**src/rtl/codon_packer.sv**
```systemverilog
// Scans a nucleotide stream for an ATG start, then packs each following data
// triplet into a 4-bit codon ID until a stop codon or the 5-codon frame limit.
module codon_packer (
  input  logic       clock,
  input  logic       reset,
  input  logic [1:0] base_in,
  input  logic       base_valid,
  output logic       base_ready,
  output logic [3:0] codon_out,
  output logic       codon_valid,
  input  logic       codon_ready,
  output logic [2:0] codon_total,
  output logic       frame_done,
  output logic       frame_error
);
  localparam logic [1:0] BASE_A = 2'b00;
  localparam logic [1:0] BASE_G = 2'b10;
  localparam logic [1:0] BASE_T = 2'b11;
  localparam logic [2:0] MAX_CODONS = 3'd5;

  typedef enum logic {SEARCH, FRAME} state_e;

  state_e     state_q, state_d;
  logic [1:0] phase_q, phase_d;
  logic [3:0] hist_q, hist_d;
  logic [1:0] hcnt_q, hcnt_d;
  logic [1:0] b1_q, b1_d, b2_q, b2_d;
  logic [3:0] codon_out_q, codon_out_d;
  logic       codon_valid_q, codon_valid_d;
  logic [2:0] codon_total_q, codon_total_d;
  logic       frame_done_q, frame_done_d;
  logic       frame_error_q, frame_error_d;

  logic base_acc, is_start, is_stop;

  assign base_acc = base_valid & ~codon_valid_q;
  assign is_start = (base_in == BASE_G) && (hcnt_q == 2'd2) &&
                    (hist_q[3:2] == BASE_A) && (hist_q[1:0] == BASE_T);
  // TAA, TAG, TGA with base_in as the third base
  assign is_stop  = (b1_q == BASE_T) &&
                    (((b2_q == BASE_A) && ((base_in == BASE_A) || (base_in == BASE_G))) ||
                     ((b2_q == BASE_G) && (base_in == BASE_A)));

  always_comb begin
    state_d       = state_q;
    phase_d       = phase_q;
    hist_d        = hist_q;
    hcnt_d        = hcnt_q;
    b1_d          = b1_q;
    b2_d          = b2_q;
    codon_out_d   = codon_out_q;
    codon_valid_d = codon_valid_q;
    codon_total_d = codon_total_q;
    frame_done_d  = 1'b0;
    frame_error_d = frame_error_q;

    if (codon_valid_q && codon_ready) codon_valid_d = 1'b0;

    if (base_acc) begin
      case (state_q)
        SEARCH: begin
          if (is_start) begin
            state_d       = FRAME;
            phase_d       = 2'd0;
            codon_total_d = 3'd0;
            hist_d        = 4'd0;
            hcnt_d        = 2'd0;
          end else begin
            hist_d = {hist_q[1:0], base_in};
            hcnt_d = (hcnt_q == 2'd2) ? 2'd2 : hcnt_q + 2'd1;
          end
        end
        default: begin
          case (phase_q)
            2'd0: begin
              b1_d    = base_in;
              phase_d = 2'd1;
            end
            2'd1: begin
              b2_d    = base_in;
              phase_d = 2'd2;
            end
            default: begin
              phase_d = 2'd0;
              if (!is_stop && (codon_total_q < MAX_CODONS)) begin
                codon_out_d   = {b1_q, b2_q};
                codon_valid_d = 1'b1;
                codon_total_d = codon_total_q + 3'd1;
              end else begin
                // stop codon or overflowing frame both close the frame
                if (!is_stop) frame_error_d = 1'b1;
                frame_done_d = 1'b1;
                state_d      = SEARCH;
                hist_d       = 4'd0;
                hcnt_d       = 2'd0;
              end
            end
          endcase
        end
      endcase
    end
  end

  always_ff @(posedge clock) begin
    if (reset) begin
      state_q       <= SEARCH;
      phase_q       <= 2'd0;
      hist_q        <= 4'd0;
      hcnt_q        <= 2'd0;
      b1_q          <= 2'd0;
      b2_q          <= 2'd0;
      codon_out_q   <= 4'd0;
      codon_valid_q <= 1'b0;
      codon_total_q <= 3'd0;
      frame_done_q  <= 1'b0;
      frame_error_q <= 1'b0;
    end else begin
      state_q       <= state_d;
      phase_q       <= phase_d;
      hist_q        <= hist_d;
      hcnt_q        <= hcnt_d;
      b1_q          <= b1_d;
      b2_q          <= b2_d;
      codon_out_q   <= codon_out_d;
      codon_valid_q <= codon_valid_d;
      codon_total_q <= codon_total_d;
      frame_done_q  <= frame_done_d;
      frame_error_q <= frame_error_d;
    end
  end

  assign base_ready  = ~codon_valid_q;
  assign codon_out   = codon_out_q;
  assign codon_valid = codon_valid_q;
  assign codon_total = codon_total_q;
  assign frame_done  = frame_done_q;
  assign frame_error = frame_error_q;
endmodule

```
**config.mk**
```make
export PLATFORM = sky130hd
export DESIGN_NAME = codon_packer
export DESIGN_NICKNAME = d
export VERILOG_FILES = /design/src/rtl/codon_packer.sv
export SDC_FILE = /design/constraint.sdc
export NUM_CORES = 1
export LEC_CHECK = 0
export ABC_AREA = 1
export CAP_MARGIN = 15
export CORE_AREA = 2 2 41 71
export CTS_CLUSTER_SIZE = 25
export DETAILED_ROUTE_END_ITERATION = 7
export DIE_AREA = 0 0 43 73
export GPL_TIMING_DRIVEN = 0
export PLACE_DENSITY_LB_ADDON = 0.2
export REMOVE_ABC_BUFFERS = 1
export SYNTH_ARGS = -nofsm -noshare
export SYNTH_HDL_FRONTEND = slang
export SYNTH_SLANG_ARGS = --single-unit
```
**constraint.sdc**
```tcl
create_clock -name clock -period 2 [get_ports clock]
set_clock_uncertainty 0.05 [all_clocks]
set_input_delay 0.4 -clock clock [delete_from_list [all_inputs] [get_ports clock]]
set_output_delay 0.4 -clock clock [all_outputs]
set_load 0.02 [all_outputs]
```
=== Yosys cells after proc, flatten, opt, wreduce, memory -nomap -nowiden ===
Index checks and enable logic that the tools add are counted.

* Flip-flop bits (word level): 23
* Input bits: 6
* Output and inout port bits: 11

* $add $sub $neg: 2
* Magnitude comparators: 1
* Equal/unequal tests: 9
* Muxes and demuxes: 26
* Bitwise logic cells: 7
* Reductions and logical operators: 25

{| class="wikitable"
|+ Operator list
! operator !! count
|-
| two-way mux 4 bit || 4
|-
| two-way mux 2 bit || 7
|-
| two-way mux 3 bit || 4
|-
| equality test 2 bit, second input constant || 5
|-
| two-way mux 1 bit || 10
|-
| AND reduction 3 bit || 3
|-
| logical AND 1 bit || 8
|-
| zero test 2 bit || 4
|-
| AND reduction 4 bit || 2
|-
| inverter 1 bit || 6
|-
| AND reduction 5 bit || 1
|-
| OR reduction 5 bit || 1
|-
| inequality test 2 bit, second input constant || 2
|-
| one-hot mux 2 bit (2 select lines) || 1
|-
| adder 3 x 1 -> 3 bit, second input constant || 1
|-
| less-than comparator 3 bit, second input constant || 1
|-
| adder 2 x 1 -> 2 bit, second input constant || 1
|-
| equality test 2 x 1 -> 1 bit, second input constant || 1
|-
| logical OR 1 bit || 2
|-
| inequality test 2 x 1 -> 1 bit, second input constant || 1
|-
| AND reduction 2 bit || 1
|-
| nonzero test 2 bit || 1
|-
| OR reduction 2 bit || 1
|-
| bitwise AND 1 bit || 1
|-
| zero test 1 bit || 1
|}

=== Longest topological paths before layout ===
Gate-level depths: netlist of run 1.

* Depth after elaboration: 11
* Gate-level depth with buffers: 10
* Gate-level depth less buffers: 10

=== Worst setup path after synthesis of run 1 ===
Ideal clock, no wire load.

* Path kind: reg-to-reg
* Start point: register codon_total_q[0], in the netlist codon_total[0]
* End point: register codon_total_q[0], in the netlist codon_total[0]
* Arrival: 1.132 ns
* Required time: 1.837 ns
* Slack: 0.705 ns
* Stages on the path, launching flop included: 8
* Path buffers: 0
* Period minus slack after synthesis: 1.295 ns
* Cells stage by stage: dfxtp_1 -> o21ai_1 -> nand3_1 -> nand2_1 -> nand2_2 -> clkinv_1 -> nor2_1 -> nor2_2

* Cells in the longest elaborated chain, start to end: 4
* Elaborated cells between the ends (all ways): 8
* Those cells by class: add/sub: 1; order compare: 1; eq/ne: 1; mux: 3; reduce/logical: 2

{| class="wikitable"
|+ Ends and longest elaborated chain
! element !! RTL line !! RTL
|-
| from (decl) || 30 || <nowiki>logic [2:0] codon_total_q, codon_total_d;</nowiki>
|-
| from (signal assigned) || 126 || <nowiki>codon_total_q <= codon_total_d;</nowiki>
|-
| adder 3 x 1 -> 3 bit / less-than comparator 3 bit (equally long branches) || 88, 85 ||
|-
| two-way mux 3 bit / logical AND 1 bit (equally long branches) || 85 || <nowiki>if (!is_stop && (codon_total_q < MAX_CODONS)) begin</nowiki>
|-
| two-way mux 3 bit / inequality test 2 x 1 -> 1 bit (equally long branches) || -- ||
|-
| two-way mux 3 bit / AND reduction 4 bit (equally long branches) || -- ||
|}

Parallel ways exist; a longest one is shown, timed or not. The select of a mux whose other input is x is not followed.
A chain may end at the register's enable or synchronous reset.

=== Worst setup path after layout of run 1 ===
* Start point: register codon_total_q[0], in the netlist codon_total[0]
* End point: output codon_total[0]

{| class="wikitable"
|+ RTL lines
! element !! RTL line !! RTL
|-
| to (decl) || 12 || <nowiki>output logic [2:0] codon_total,</nowiki>
|}

No word-level cell between the ends.

==> metrics.cfg, run 1 <==
[routing]
ant_nets = 0
route.vias.total = 1002
drt_first_iter_violations = 28
wl_mm = 2.24
drt_drc_violations_left = 0
post_drt_via_cell_ratio = 4.99
dr.pass1.iters = 4
detail_route.wl_per_cell_um = 11.1

[timing]
timing.final.max_slew_violations = 0
final.period_utilization_pct = 87.4
setup_viol_count_final = 0
rsz0062_at_grt = false
max_slew.worst_pin.slew_ns = 0.681
fin_tns_setup_ns = 0
final_period_minus_worst_setup_slack_ns = 1.75
relSlewSlack_pct = 54.4
worst_hold_slack_ns = 0.415
layout_setup_ws_ns = 0.252
fmax_mhz = 572
final-hold-violation-count = 0

[global_route]
antenna_found_initial = 0
grt_overflow_total = 0
grt_usage_pct = 15.9
pin_count_of_the_biggest_net_entering_global_routing = 19
wire_length_of_the_first_global_routing_pass_mm = 3.85
first_global_vias = 965

[worst_setup_path]
critPathCaptureType = output port
worst-path-buf-inv = 1
path_delay_family = buffers and inverters
timing.critical_path.arrival_ns = 1.30
cp-start-kind = flop
cells_traversed_along_the_worst_timing_path = clkdlybuf4s50_1
worstSetupPathType = flop to output port
worst-endpoint-required_ns = 1.55
worst_path_largest_cell_delay_ns = 0.63
cp_slowest_cell = sky130_fd_sc_hd__clkdlybuf4s50_1
worstPathMaxFanout = 5

[yosys]
synth.lib_cells_used.distinct = 23
ys_ff_latch = 23
postSynthCellCount = 157
synth-warning-count = 0
postSynthAreaPerCell_sq_um = 7.11
synth_area_sq_mm = 0.00112
yosysSeqAreaShare_pct = 41.3

[place]
port_buffer_cells = 16
gpl.final_weighted_congestion = 0.818
post_dp_cell_area_sq_mm = 0.00130
hpwl_mm = 1.75
place_worst_setup_slack_ns = 0.0523

[floorplanning]
ios = 17
floorplan.initialDensity_pct = 42.5
floorplan.die.width_um = 43
die_height_um = 73
floorplan.core_area_sq_mm = 0.00263
die_area_sq_mm = 0.00314
rows = 25

[run]
max-cap-violations = 0

[clocking]
cts_hold_buf = 0
path_clk_slew_ns = 0.08
max-clock-path-buffers = 2
clock_insertion_delay_at_the_later_pin_of_the_skew_report_ns = 0.26
buffer_cell_driving_the_clock_tree_root = sky130_fd_sc_hd__clkbuf_8
clkSinkCount = 23
cts-resized-gates = 0
tritoncts = built
post_cts.repair.setup_buffers = 0
htree_num_levels = 1
cts_made_buffers = 3

[final_layout]
final_nets = 184
fraction_of_final_layout_cells_with_drive_strength_greater_than_1_pct = 15.5
mostFrequentLayoutCells = sky130_fd_sc_hd__nand2_1, sky130_fd_sc_hd__dfxtp_1, sky130_fd_sc_hd__nand3_1, sky130_fd_sc_hd__nor2_1, sky130_fd_sc_hd__clkdlybuf4s50_1
most_frequent_standard_cell_in_the_layout_excluding_fill_and_tap_cells = sky130_fd_sc_hd__nand2_1
finalInstanceArea_sq_mm = 0.00134
antennaDiodeCount = 0
syn2layout_area_growth_pct = 20.4

[run_status]
outcome = finished, final reports clean

[power_and_ir_drop]
cellLeakagePower_nw = 0.554
irDropWorstVdd_uv = 462
power_per_cell_area_mw_per_mm2 = 620

[hold_path]
timing.hold.worst.class = flop to flop

## routing by layer
metal	vias to the layer above	global-route usage, %	wire, um
met5	-	0	0
met4	0	7.07	25
met3	2	2.48	52
met2	13	32.8	1290
met1	457	14.0	875
li1	530	-	-
## worst min-delay path, cell delays in order (launching register included)
cell and delay (ns):
sky130_fd_sc_hd__dfxtp_1 0.32, sky130_fd_sc_hd__nand2_1 0.06, sky130_fd_sc_hd__a21oi_1 0.05
## area by class of cell
type	instances	area, sq um
Sequential cell	23	460
Timing Repair Buffer	16	160
Multi-Input combinational cell	111	568
Fill cell	260	1280
Clock buffer	3	41.3
Clock inverter	1	5.00
Tap cell	27	33.8
Inverter	20	75.1
## power by group
| part | internal, mW | switching [mW] | leakage (nW) | total, mW |
|---|---|---|---|---|
| Combinational | 0.0299 | 0.0423 | 0.341 | 0.0722 |
| Clock | 0.139 | 0.151 | 0.0255 | 0.290 |
| Sequential | 0.467 | 0.00456 | 0.187 | 0.471 |
| Total | 0.636 | 0.198 | 0.554 | 0.833 |
## synthesized netlist by cell type
| cell type | count | share of area, % |
|---|---|---|
| sky130_fd_sc_hd__nand3_1 | 20 | 9.0 |
| sky130_fd_sc_hd__xnor2_1 | 1 | 0.78 |
| sky130_fd_sc_hd__nor3_1 | 1 | 0.45 |
| sky130_fd_sc_hd__o21ai_0 | 5 | 2.2 |
| sky130_fd_sc_hd__a21oi_4 | 1 | 1.5 |
| sky130_fd_sc_hd__nor2_2 | 5 | 2.8 |
| sky130_fd_sc_hd__ha_1 | 3 | 3.4 |
| sky130_fd_sc_hd__nand2_1 | 33 | 11 |
| sky130_fd_sc_hd__a21oi_2 | 1 | 0.78 |
| sky130_fd_sc_hd__inv_2 | 6 | 2.0 |
| sky130_fd_sc_hd__clkinv_1 | 3 | 1.0 |
| sky130_fd_sc_hd__inv_1 | 11 | 3.7 |
| sky130_fd_sc_hd__a21oi_1 | 11 | 4.9 |
| sky130_fd_sc_hd__nor2_1 | 19 | 6.4 |
| sky130_fd_sc_hd__nand3_2 | 2 | 1.8 |
| sky130_fd_sc_hd__buf_1 | 1 | 0.34 |
| sky130_fd_sc_hd__clkbuf_1 | 1 | 0.34 |
| sky130_fd_sc_hd__or2_2 | 1 | 0.56 |
| sky130_fd_sc_hd__dfxtp_1 | 23 | 41 |
| sky130_fd_sc_hd__nand2_4 | 2 | 2.0 |
| sky130_fd_sc_hd__buf_2 | 1 | 0.45 |
| sky130_fd_sc_hd__nand2_2 | 5 | 2.8 |
| sky130_fd_sc_hd__o21ai_1 | 1 | 0.45 |
## flip-flops by register name, summed over array words and instances, names as in the netlist
register and flops:
codon_out 4, hist_q 4, codon_total 3, b1_q 2
b2_q 2, hcnt_q 2, phase_q 2, codon_valid 1
frame_done 1, frame_error 1, state_q 1
## path summary, 6_finish.rpt
path	start	to	slack, ns	cells past startpoint
max	codon_total[0]	codon_total[0]	0.25	1
max reg2reg	state_q	codon_out[0]	0.57	7
min reg2reg	codon_out[1]	codon_out[1]	0.42	2
min	codon_out[1]	codon_out[1]	0.42	2
## stage by stage
step	power (mW)	cells	util, %
floorplan	0.528	154	-
global placement	0.553	197	49.4
detailed placement	0.556	197	49.4
CTS	0.846	201	51.1
global route	0.868	201	51.1
finish	0.833	201	51.1
## cell families after synthesis
group,after synthesis,synth area share [%]
AND/OR/NAND/NOR,88,36.9
buffers and inverters,23,7.85
flip-flops,23,41.3
AO/OA/AOI/OAI,19,9.86
adder cells (fa/ha/maj),3,3.36
XOR/XNOR,1,0.785
Power figures use the tool's default switching activity.
==> run 2, diff against run 1 <==
--- a/config.mk
+++ b/config.mk
@@ -12,7 +12,7 @@
 export DETAILED_ROUTE_END_ITERATION = 7
 export DIE_AREA = 0 0 43 73
 export GPL_TIMING_DRIVEN = 0
-export PLACE_DENSITY_LB_ADDON = 0.2
+export PLACE_DENSITY_LB_ADDON = 0.08
 export REMOVE_ABC_BUFFERS = 1
 export SYNTH_ARGS = -nofsm -noshare
 export SYNTH_HDL_FRONTEND = slang
==> constraint.sdc (replaced) <==
create_clock -name clock -period 2.2 [get_ports clock]
set_clock_uncertainty 0.05 [all_clocks]
set_input_delay 0.44 -clock clock [delete_from_list [all_inputs] [get_ports clock]]
set_output_delay 0.44 -clock clock [all_outputs]
set_load 0.02 [all_outputs]
==> run 2 against run 1 <==
Sequential power decreased by 9.1%. Global-route usage fell by 0.65 points. Total power is 9.2% lower. Worst hold slack got worse by 0.0019 ns. First-iteration DRC count down 39%. Via count decreased by 1.3%. Cell area did not move. Die area did not move. Non-clock buffer count stayed put. Combinational power fell by 9.4%. Critical path depth did not move. Core utilization is the same. Largest cell class unchanged. Largest power group unchanged.
==> metrics.cfg, run 2 (synthesis gave the netlist of run 1 again) <==
[timing]
timing.final.max_slew_violations = 0
rsz0062_at_grt = false
max_slew.worst_pin.slew_ns = 0.691
final.period_utilization_pct = 81.0
final-hold-violation-count = 0
setup_viol_count_final = 0
final_period_minus_worst_setup_slack_ns = 1.78
relSlewSlack_pct = 53.8
fin_tns_setup_ns = 0
fmax_mhz = 561

[final_layout]
final_nets = 184
syn2layout_area_growth_pct = 20.4
most_frequent_standard_cell_in_the_layout_excluding_fill_and_tap_cells = sky130_fd_sc_hd__nand2_1
mostFrequentLayoutCells = sky130_fd_sc_hd__nand2_1, sky130_fd_sc_hd__dfxtp_1, sky130_fd_sc_hd__nand3_1, sky130_fd_sc_hd__nor2_1, sky130_fd_sc_hd__clkdlybuf4s50_1
n_fill_cell = 293
fraction_of_final_layout_cells_with_drive_strength_greater_than_1_pct = 15.5
multi_input_area_sq_um = 568
finalInstanceArea_sq_mm = 0.00134
seqCellArea_sq_um = 460
antennaDiodeCount = 0

[clocking]
max-clock-path-buffers = 2
buffer_cell_driving_the_clock_tree_root = sky130_fd_sc_hd__clkbuf_8
path_clk_slew_ns = 0.08
cts_hold_buf = 0
tritoncts = built
cts-resized-gates = 0
clkSinkCount = 23
post_cts.repair.setup_buffers = 0
htree_num_levels = 1
cts_made_buffers = 3
clock_insertion_delay_at_the_later_pin_of_the_skew_report_ns = 0.26

[power_and_ir_drop]
power_per_cell_area_mw_per_mm2 = 563
cellLeakagePower_nw = 0.554
irDropWorstVdd_uv = 387

[routing]
dr_wl_met2_mm = 1.19
wl_mm = 2.17
wl_met1_um = 891
wl_met3_um = 51
detail_route.wl_per_cell_um = 10.8
dr.pass1.iters = 4
route.vias.total = 989
drt_first_iter_violations = 17
ant_nets = 0
post_drt_via_cell_ratio = 4.92
drt_drc_violations_left = 0
topRoutingLayerUsed = met4

[floorplanning]
floorplan.die.width_um = 43
die_area_sq_mm = 0.00314
ios = 17
floorplan.core_area_sq_mm = 0.00263
die_height_um = 73
floorplan.initialDensity_pct = 42.5
rows = 25

[worst_setup_path]
cp_slowest_cell = sky130_fd_sc_hd__clkdlybuf4s50_1
cp-start-kind = flop
worst_path_largest_cell_delay_ns = 0.63
timing.critical_path.arrival_ns = 1.29
cells_traversed_along_the_worst_timing_path = clkdlybuf4s50_1
worstPathMaxFanout = 5
worst-path-buf-inv = 1
worst-endpoint-required_ns = 1.71
path_delay_family = buffers and inverters
regToRegSetupSlack_ns = 0.78
worstSetupPathType = flop to output port
critPathCaptureType = output port

[place]
port_buffer_cells = 16
gpl.final_weighted_congestion = 0.742
hpwl_mm = 1.71
post_dp_cell_area_sq_mm = 0.00130

[global_route]
antenna_found_initial = 0
first_global_vias = 899
wire_length_of_the_first_global_routing_pass_mm = 3.64
pin_count_of_the_biggest_net_entering_global_routing = 19
grt_usage_pct = 15.2
grt_overflow_total = 0

[hold_path]
timing.hold.worst.class = flop to flop

[run_status]
outcome = finished, final reports clean

[run]
max-cap-violations = 0

## run 2: cell counts in the layout (fill, tap and decap cells not counted)
Identical to the previous run, type by type.
## run 2: cell type report
class,instances,area share (%)
multi-input combinational,111,42.3
sequential,23,34.3
timing repair buffer,16,11.9
inverter,20,5.59
clock buffer,3,3.07
tap,27,2.51
clock inverter,1,0.372
## run 2: path summary, 6_finish.rpt
| kind | end | depth (start not counted) | from |
|---|---|---|---|
| worst max-delay path | codon_total[0] | 1 | codon_total[0] |
| worst min-delay path | codon_out[1] | 2 | codon_out[1] |
| worst max register to register | codon_out[2] | 7 | state_q |
| worst min register to register | codon_out[1] | 2 | codon_out[1] |
## run 2: power breakdown
part / internal [mW] / switching (mW)
Clock: 0.126 / 0.137
Combinational: 0.0272 / 0.0382
Sequential: 0.424 / 0.00398
Total: 0.578 / 0.179
## run 2: worst min-delay path: stages (launching register included)
cell and delay (ns):
sky130_fd_sc_hd__dfxtp_1 0.31, sky130_fd_sc_hd__nand2_1 0.06, sky130_fd_sc_hd__a21oi_1 0.05
## run 2: per-layer routing
| metal | global-route usage [%] | vias up |
|---|---|---|
| met4 | 7.07 | 0 |
| met3 | 2.23 | 4 |
| li1 | - | 526 |
| met5 | 0 | - |
| met1 | 14.5 | 444 |
| met2 | 30.3 | 15 |
## run 2: through the flow
stage / util, % / power, mW / worst slack (ns) / std cells / hold slack [ns]
2_1_floorplan: - / 0.480 / 0.905 / 154 / 0.396
3_3_place_gp: 49.4 / 0.503 / 0.212 / 197 / 0.398
5_1_grt: 51.1 / 0.790 / 0.350 / 201 / 0.425
4_1_cts: 51.1 / 0.764 / 0.399 / 201 / 0.415
6_report: 51.1 / 0.757 / 0.418 / 201 / 0.413
3_5_place_dp: 49.4 / 0.504 / 0.207 / 197 / 0.402
==> run 3, diff against run 2 <==
==> constraint.sdc (replaced) <==
create_clock -name clock -period 1.6 [get_ports clock]
set_clock_uncertainty 0.05 [all_clocks]
set_input_delay 0.32 -clock clock [delete_from_list [all_inputs] [get_ports clock]]
set_output_delay 0.32 -clock clock [all_outputs]
set_load 0.02 [all_outputs]
==> run 3 against run 2 <==
Cell count stayed put. Global-route usage rose by 0.050 points. Total power is 38% higher. Combinational power up 37%. Clock-buffer cell count did not move. Wire length rose by 1.5%. Sequential power up 38%. Worst setup slack got worse by 0.38 ns. Sequential cell count is the same. Via count rose by 0.30%. Critical endpoint is now codon_out[1]. Largest cell class unchanged. Largest power group unchanged. Highest routed layer unchanged.
==> metrics.cfg, run 3 (synthesis gave the netlist of run 1 again) <==
[final_layout]
syn2layout_area_growth_pct = 22.0
mostFrequentLayoutCells = sky130_fd_sc_hd__nand2_1, sky130_fd_sc_hd__dfxtp_1, sky130_fd_sc_hd__nand3_1, sky130_fd_sc_hd__nor2_1
finalNonFillerCells = 201
fraction_of_final_layout_cells_with_drive_strength_greater_than_1_pct = 16.1
antennaDiodeCount = 0
finalInstanceArea_sq_mm = 0.00136
final_nets = 184
most_frequent_standard_cell_in_the_layout_excluding_fill_and_tap_cells = sky130_fd_sc_hd__nand2_1
layout.core_utilization_pct = 51.8

[clocking]
post_cts.repair.setup_buffers = 0
cts_hold_buf = 0
cts_made_buffers = 3
buffer_cell_driving_the_clock_tree_root = sky130_fd_sc_hd__clkbuf_8
clkSinkCount = 23
max-clock-path-buffers = 2
path_clk_slew_ns = 0.08
tritoncts = built
htree_num_levels = 1
clock_insertion_delay_at_the_later_pin_of_the_skew_report_ns = 0.26

[place]
port_buffer_cells = 16
gpl.final_weighted_congestion = 0.742
dp_cells = 197
hpwl_mm = 1.71
place_worst_setup_slack_ns = -0.273
post_dp_cell_area_sq_mm = 0.00130

[floorplanning]
floorplan.initialDensity_pct = 42.5
die_area_sq_mm = 0.00314
floorplan.core_area_sq_mm = 0.00263
ios = 17
die_height_um = 73
floorplan.die.width_um = 43
rows = 25

[routing]
drt_first_iter_violations = 11
route.vias.total = 992
detail_route.wl_per_cell_um = 11.0
wl_mm = 2.21
post_drt_via_cell_ratio = 4.94
dr.pass1.iters = 4
drt_drc_violations_left = 0
ant_nets = 0

[run_status]
outcome = finished, final reports clean

[global_route]
grt_usage_pct = 15.3
pin_count_of_the_biggest_net_entering_global_routing = 19
wire_length_of_the_first_global_routing_pass_mm = 3.65
antenna_found_initial = 0
grt_overflow_total = 0
first_global_vias = 899

[worst_setup_path]
cp_slowest_cell = sky130_fd_sc_hd__clkdlybuf4s50_1
critPathCaptureType = output port
worst_path_largest_cell_delay_ns = 0.60
cp-start-kind = flop
worst-path-buf-inv = 1
worstSetupPathType = flop to output port
worstPathMaxFanout = 2
cells_traversed_along_the_worst_timing_path = clkdlybuf4s50_1
timing.critical_path.arrival_ns = 1.19
worst-endpoint-required_ns = 1.23
path_delay_family = buffers and inverters

[power_and_ir_drop]
irDropWorstVdd_uv = 534
cellLeakagePower_nw = 0.686
power_per_cell_area_mw_per_mm2 = 765
fin_total_pwr_mw = 1.04

[run]
max-cap-violations = 0

[timing]
fin_tns_setup_ns = 0
timing.final.max_slew_violations = 0
layout_setup_ws_ns = 0.0409
fmax_mhz = 641
max_slew.worst_pin.slew_ns = 0.723
worst_hold_slack_ns = 0.353
final-hold-violation-count = 0
setup_viol_count_final = 0
final.period_utilization_pct = 97.4
relSlewSlack_pct = 51.8
final_period_minus_worst_setup_slack_ns = 1.56

[hold_path]
timing.hold.worst.class = input port to flop

## run 3: cell count changes in the layout (fill, tap and decap cells not counted), sizes merged
cell | before | now
dlymetal6s2s | 0 | 8
clkdlybuf4s50 | 16 | 4
dlygate4sd2 | 0 | 4
## run 3: path summary, 6_finish.rpt
path         cells past startpoint  slack (ns)         start      endpoint
max                              1        0.04  codon_out[1]  codon_out[1]
min                              3        0.35    base_in[0]       b2_q[0]
max reg2reg                      7        0.15       state_q  codon_out[2]
min reg2reg                      2        0.41  codon_out[1]  codon_out[1]
## run 3: area by class of cell
| cell class | count | area [sq um] |
|---|---|---|
| clock inverter | 1 | 5.00 |
| tap | 27 | 33.8 |
| multi-input combinational | 111 | 571 |
| clock buffer | 3 | 41.3 |
| sequential | 23 | 460 |
| fill | 294 | 1270 |
| inverter | 20 | 75.1 |
| timing repair buffer | 16 | 175 |
## run 3: tightest hold or removal path, stage by stage
cell                             delay [ns]
sky130_fd_sc_hd__dlymetal6s2s_1        0.16
sky130_fd_sc_hd__inv_2                 0.08
sky130_fd_sc_hd__a21oi_1               0.06
## run 3: layer usage
layer	global-route usage, %	routed length [um]	up-vias
met5	0	0	-
met2	30.5	1200	15
li1	-	-	528
met4	7.07	39	0
met1	14.5	908	445
met3	2.23	56	4
## run 3: repair_timing
item | CTS | global route
pin swaps | 0 | 3
endpoints found under the setup margin | 4 | 18
endpoints found under the hold margin | 0 | 0
gates resized for setup | 4 | 9
## run 3: power breakdown
| part | internal, mW | switching [mW] |
|---|---|---|
| Clock | 0.174 | 0.188 |
| Sequential | 0.584 | 0.00549 |
| Combinational | 0.0367 | 0.0531 |
